$ cat src/rtl/flit_tracker.sv
// Per-channel wormhole packet framer: tracks header/body/tail position of each
// input channel's flit stream and counts completed packets.
module flit_tracker #(
   parameter int unsigned NUM_CH              = 5,
   parameter int unsigned LEN_WIDTH           = 8,
   parameter int unsigned LEN_INCLUDES_HEADER = 0,
   parameter int unsigned CNT_WIDTH           = 16
) (
   input  logic                          clk,
   input  logic                          reset,
   input  logic [NUM_CH-1:0]             flit_valid_i,
   input  logic [NUM_CH-1:0]             flit_ready_i,
   input  logic [NUM_CH*LEN_WIDTH-1:0]   len_i,
   input  logic [NUM_CH-1:0]             abort_i,
   output logic [NUM_CH-1:0]             is_header_o,
   output logic [NUM_CH-1:0]             is_tail_o,
   output logic [NUM_CH*LEN_WIDTH-1:0]   remaining_o,
   output logic [NUM_CH-1:0]             busy_o,
   output logic [NUM_CH-1:0]             pkt_done_o,
   output logic [NUM_CH*CNT_WIDTH-1:0]   pkt_count_o,
   output logic [NUM_CH-1:0]             len_err_o
);

   typedef enum logic {
      IDLE = 1'b0,
      BODY = 1'b1
   } state_t;

   localparam logic [LEN_WIDTH-1:0] LEN_ONE = LEN_WIDTH'(1);
   localparam logic [CNT_WIDTH-1:0] CNT_ONE = CNT_WIDTH'(1);
   localparam bit                   INC_HDR = (LEN_INCLUDES_HEADER != 0);

   for (genvar c = 0; c < NUM_CH; c++) begin : g_ch
      state_t                state_q;
      logic [LEN_WIDTH-1:0]  rem_q;
      logic [CNT_WIDTH-1:0]  cnt_q;
      logic                  done_q;
      logic                  err_q;
      logic [LEN_WIDTH-1:0]  len;
      logic [LEN_WIDTH-1:0]  len_eff;
      logic                  len_zero_err;
      logic                  fire;

      assign len  = len_i[c*LEN_WIDTH +: LEN_WIDTH];
      assign fire = flit_valid_i[c] & flit_ready_i[c];

      // Body flits following the header; a zero length with header counted is flagged
      always_comb begin
         len_eff      = len;
         len_zero_err = 1'b0;
         if (INC_HDR) begin
            len_zero_err = (len == '0);
            if (len != '0) len_eff = len - LEN_ONE;
         end
      end

      // Channel state, remaining counter, completion pulse, counter and error flag
      always_ff @(posedge clk or posedge reset) begin
         if (reset) begin
            state_q <= IDLE;
            rem_q   <= '0;
            cnt_q   <= '0;
            done_q  <= 1'b0;
            err_q   <= 1'b0;
         end else begin
            done_q <= 1'b0;
            if (abort_i[c]) begin
               state_q <= IDLE;
               rem_q   <= '0;
            end else if (fire) begin
               case (state_q)
                  IDLE: begin
                     if (len_zero_err) err_q <= 1'b1;
                     if (len_eff == '0) begin
                        done_q <= 1'b1;
                        cnt_q  <= cnt_q + CNT_ONE;
                     end else begin
                        rem_q   <= len_eff;
                        state_q <= BODY;
                     end
                  end
                  BODY: begin
                     rem_q <= rem_q - LEN_ONE;
                     if (rem_q == LEN_ONE) begin
                        state_q <= IDLE;
                        done_q  <= 1'b1;
                        cnt_q   <= cnt_q + CNT_ONE;
                     end
                  end
                  default: begin
                     state_q <= IDLE;
                     rem_q   <= '0;
                  end
               endcase
            end
         end
      end

      assign is_header_o[c] = (state_q == IDLE);
      assign busy_o[c]      = (state_q == BODY);
      assign is_tail_o[c]   = (state_q == IDLE) ? (len_eff == '0) : (rem_q == LEN_ONE);
      assign pkt_done_o[c]  = done_q;
      assign len_err_o[c]   = err_q;
      assign remaining_o[c*LEN_WIDTH +: LEN_WIDTH] = rem_q;
      assign pkt_count_o[c*CNT_WIDTH +: CNT_WIDTH] = cnt_q;
   end

endmodule

$ cat config.mk
export PLATFORM = sky130hd
export DESIGN_NAME = flit_tracker
export DESIGN_NICKNAME = d
export VERILOG_FILES = /design/src/rtl/flit_tracker.sv
export SDC_FILE = /design/constraint.sdc
export NUM_CORES = 1
export LEC_CHECK = 0
export CAP_MARGIN = 10
export CORE_UTILIZATION = 30
export DETAILED_ROUTE_END_ITERATION = 8
export PLACE_DENSITY_LB_ADDON = 0.1
export SLEW_MARGIN = 20
export SYNTH_ARGS = -nofsm -noshare
export SYNTH_HDL_FRONTEND = slang
export SYNTH_SLANG_ARGS = --single-unit
$ cat constraint.sdc
create_clock -name clk -period 4.18 [get_ports clk]
set_clock_uncertainty 0.1 [all_clocks]
set_input_delay 0.836 -clock clk [delete_from_list [all_inputs] [get_ports clk]]
set_output_delay 0.836 -clock clk [all_outputs]
set_load 0.005 [all_outputs]
# Word-level counts from Yosys, hierarchy flattened
# Index checks and enable logic that the tools add are counted.
# op_classes
add_sub_neg	10
eq_ne	20
n_mux	90
n_reduce_logical	20
bitwise	15
# ops
operator	n
2-to-1 mux 16 bit	10
one-hot mux 16 bit (2 select lines)	5
2-to-1 mux 8 bit	15
adder 16 x 1 -> 16 bit, second input constant	5
one-hot mux 8 bit (2 select lines)	5
2-to-1 mux 1 bit	45
equality test 8 x 1 -> 1 bit, second input constant	5
zero test 8 bit	5
subtractor 8 x 1 -> 8 bit, second input constant	5
!= test 2 x 1 -> 1 bit, second input constant	10
one-hot mux 1 bit (2 select lines)	10
AND reduction 4 bit	5
!= test 3 bit, second input constant	5
NOT 1 bit	10
AND reduction 2 bit	5
nonzero test 2 bit	5
AND 1 bit	5
# word_totals
regBits	130
output_inout_bits	145
wordCells	175
in_bits	57

# Logic depth before layout (Yosys ltp)
# logic_depth
ltp_word	5
ltp_mapped	8
mapped_depth_nobuf	8

# Worst setup path before layout
# OpenSTA, ideal clock, no wires.
# synth_path
path_type	input to output
startpoint	input len_i[13]
endpoint	output is_tail_o[1]
t_required_ps	3244
slack_ps	1692
cell_stages	4
arrival_ps	1552
cell_sequence	nor4_1 -> and3_1 -> nor2_1 -> inv_1
# synth_via
elab_chain_cells	2
# synth_lines
item	line_no	rtl
from (decl)	13	input logic [NUM_CH*LEN_WIDTH-1:0] len_i,
zero test 8 bit	101	assign is_tail_o[c] = (state_q == IDLE) ? (len_eff == '0) : (rem_q == LEN_ONE);
2-to-1 mux 1 bit	101	
to (decl)	16	output logic [NUM_CH-1:0] is_tail_o,
# Every way passes these cells.

# Worst setup path after layout
# Same ends and word-level chain as after synthesis.

==> impl_metrics.yaml <==
clock_network:
  tritoncts: "yes"
  ctsResizeCount: 0
  cts_root_buffer: "clkbuf_16"
  cts_htree_levels: 4
  clkTransAtPathRegs_ps: 60
  post-cts-setup-buffers: 0
  clock_sinks: 130
  cts_made_buffers: 17
  clk_path_buf_depth: 2
  clock_latency_ps: 410
  cts_hold_buf: 0
logic_synthesis:
  syn_avg_cell_area_um2: 9.840
  synthArstFlopShare_pct: 100.0
  synth.lib_cells_used.distinct: 52
  ys_ff_latch: 130
  post-synth-top-area-cell: "dfrtp_1"
  synth_edf_count: 0
  ys_seq_area_share_pct: 47.64
  synth_cells: 694
  synth.cell_area_um2: 6829
  synthTopCellsByArea: "dfrtp_1 48%, xnor2_1 7.1%, xor2_1 5.5%, nand2_1 3.6%, nor2_1 3.4%"
  yosys_most_used_dff: "dfrtp_1"
  yosys_warnings: 0
  synth_top_area_share_pct: 47.64
sta:
  worstMarginPinSlew_ps: 843.3
  rsz0062_at_grt: "no"
  maxSlewViolCount: 0
  tns_ps: 0
  holdWs_ps: 367.6
  slew-limit-headroom_pct: 43.52
  max_clock_freq_ghz: 0.2553
  setup_viol: 0
  period_share_pct: 93.69
  min_period_ps: 3916
  fin_ws_ps: 263.8
  finalHoldViolCount: 0
drt:
  drt_iter0_drc: 269
  post_drt_wl_per_cell_um: 15.78
  vias_per_cell: 4.877
  via_count: 5784
  postRouteAntennaNets: 0
  routed_wirelength_um: 18710
  first_pass_iters: 4
  drc_errors: 0
worst_setup_path:
  rr_startpoint: "g_ch[2].rem_q[0]$_DFFE_PP0P_"
  endpoint_kind: "output pin"
  crit_chain: "clkdlybuf4s50_1 > nor4_1 > buf_4 > and3_1 > nor2_1 > inv_1 > clkdlybuf4s50_1"
  crit_fanout: 4
  timing.rr.end: "g_ch[2].cnt_q[6]$_DFFE_PP0P_"
  worstRegToRegCells: 6
  required_ps: 3240
  cp_slowest_stage_delay_ps: 560
  arrival_ps: 2980
  critical_path_class: "in2out"
  slowest_stage: "clkdlybuf4s50_1"
  worst-r2r-setup-slack_ps: 1650
  crit_path_frequent_cell: "clkdlybuf4s50_1"
  critPathLaunchType: "primary input"
placed_design:
  gp_congestion: 0.8257
  hpwl_um: 13590
  port-buffer-count: 196
  placed_area_um2: 9062
  placed_cells: 1154
  place_ws_ps: 309.4
finish:
  areaGrowthSynthToFinish_pct: 41.44
  finalNetCount: 965
  drive_gt1_share_pct: 6.512
  stdcell_count: 1186
  final_common_cell: "clkdlybuf4s50_1"
  diodes: 0
  mostFrequentLayoutCells: "196 x clkdlybuf4s50_1, 130 x dfrtp_1, 66 x nand2_1, 62 x nor2_1, 55 x xnor2_1"
  final_area_um2: 9659
grt:
  antenna_found_initial: 0
  grt_max_degree: 59
  grt_pass1_wl_um: 30710
  first_global_vias: 5676
  grt-ovfl-total: 0
  track_usage_pct: 16.59
power_and_ir_drop:
  p_int_mw: 2.406
  combPwrFrac_pct: 12.1
  powerDensity_nw_per_um2: 336.7
  p_leak_nw: 4.318
  power.switching_uw: 846.5
  irDropWorstVdd_uv: 218.7
  pwr-share-seq_pct: 41.5
  swShare_pct: 26.02
  clkPwrFrac_pct: 46.4
floorplan:
  io_pins: 202
  die_h_um: 152.9
  die_x_um: 152.9
  row_count: 54
  initial_core_util_pct: 30.91
  coreArea_um2: 22090
  die_area_um2: 23370
flow_run:
  drv_cap: 0
hold_path:
  hold_end: "g_ch[4].cnt_q[15]$_DFFE_PP0P_"
  holdCritStartpoint: "g_ch[4].cnt_q[15]$_DFFE_PP0P_"
  hold_depth: 1
  hp-class: "reg2reg"
status:
  outcome: "complete, no violations"
## layer usage
metal	GRT usage (%)	routed length [µm]
met4	6.494	390
met5	0	0
met2	25.03	8358
met1	22.43	8818
met3	4.678	1143
## power groups by stage
stage	combinational, mW	clock (mW)	sequential (mW)
5_1_grt	0.437	1.62	1.36
6_report	0.392	1.51	1.35
3_5_place_dp	0.394	0	1.37
3_3_place_gp	0.396	0	1.37
2_1_floorplan	0.214	0	1.36
4_1_cts	0.397	1.55	1.35
## synthesized netlist by cell type, types with 3 or more instances
library cell  number
dfrtp_1          130
nand2_1           66
nor2_1            62
xnor2_1           55
xor2_1            43
nand3_1           36
a21oi_1           30
inv_1             28
nand4_1           27
nor3_1            26
a22o_1            17
o21ai_0           17
buf_4             15
ha_1              15
nor4_1            13
and3_1            12
a21o_1            10
mux2_2             8
and2_1             7
clkbuf_1           7
nor3b_1            7
and4_1             6
a31oi_1            5
mux2i_1            5
or2_2              5
a211oi_1           4
nand2b_1           4
a32o_1             3
or3_1              3
## worst max-delay path: cells and delay by family
| kind | cells | cell delay (ps) |
|---|---|---|
| buffers and inverters | 4 | 1270 |
| and+or+nand+nor | 3 | 870 |
## worst max-delay path by stage
stage / to / slack [ps] / from / depth (start not counted)
floorplan: g_ch[0].cnt_q[0]$_DFFE_PP0P_ / 1630 / reset / 1
global placement: is_tail_o[1] / 290 / len_i[13] / 7
detailed placement: is_tail_o[1] / 310 / len_i[13] / 7
CTS: is_tail_o[1] / 280 / len_i[13] / 7
global route: is_tail_o[1] / 190 / len_i[13] / 7
finish: is_tail_o[1] / 260 / len_i[13] / 7
## sequential cells by signal (all words and copies together), names as in the netlist
register / count
g_ch.state_q: 5
g_ch.done_q: 5
g_ch.rem_q: 40
g_ch.cnt_q: 80
## area by class of cell
class                           count  area, µm²
Clock buffer                       19      442.9
Clock inverter                     13      153.9
Fill cell                        2152      12430
Inverter                           29      112.6
Multi-Input combinational cell    514       3322
Sequential cell                   130       3253
Tap cell                          280      350.3
Timing Repair Buffer              201       2024
## logic make-up after synthesis
logic type / after synthesis / synth area share (%)
buf+inv: 54 / 3.939
other cells: 1 / 0.05491
simple gates: 284 / 21.38
flops: 130 / 47.64
compound gates: 99 / 9.619
fa+ha+maj: 15 / 2.748
mux: 13 / 2.052
xor+xnor: 98 / 12.57
## stage by stage
| stage | utilization (%) | total power, mW |
|---|---|---|
| after floorplan | - | 1.570 |
| after global placement | 41.02 | 1.769 |
| after detailed placement | 41.02 | 1.765 |
| after CTS | 43.72 | 3.299 |
| after global routing | 43.72 | 3.409 |
| final | 43.72 | 3.253 |
(Power assumes the default switching activity.)
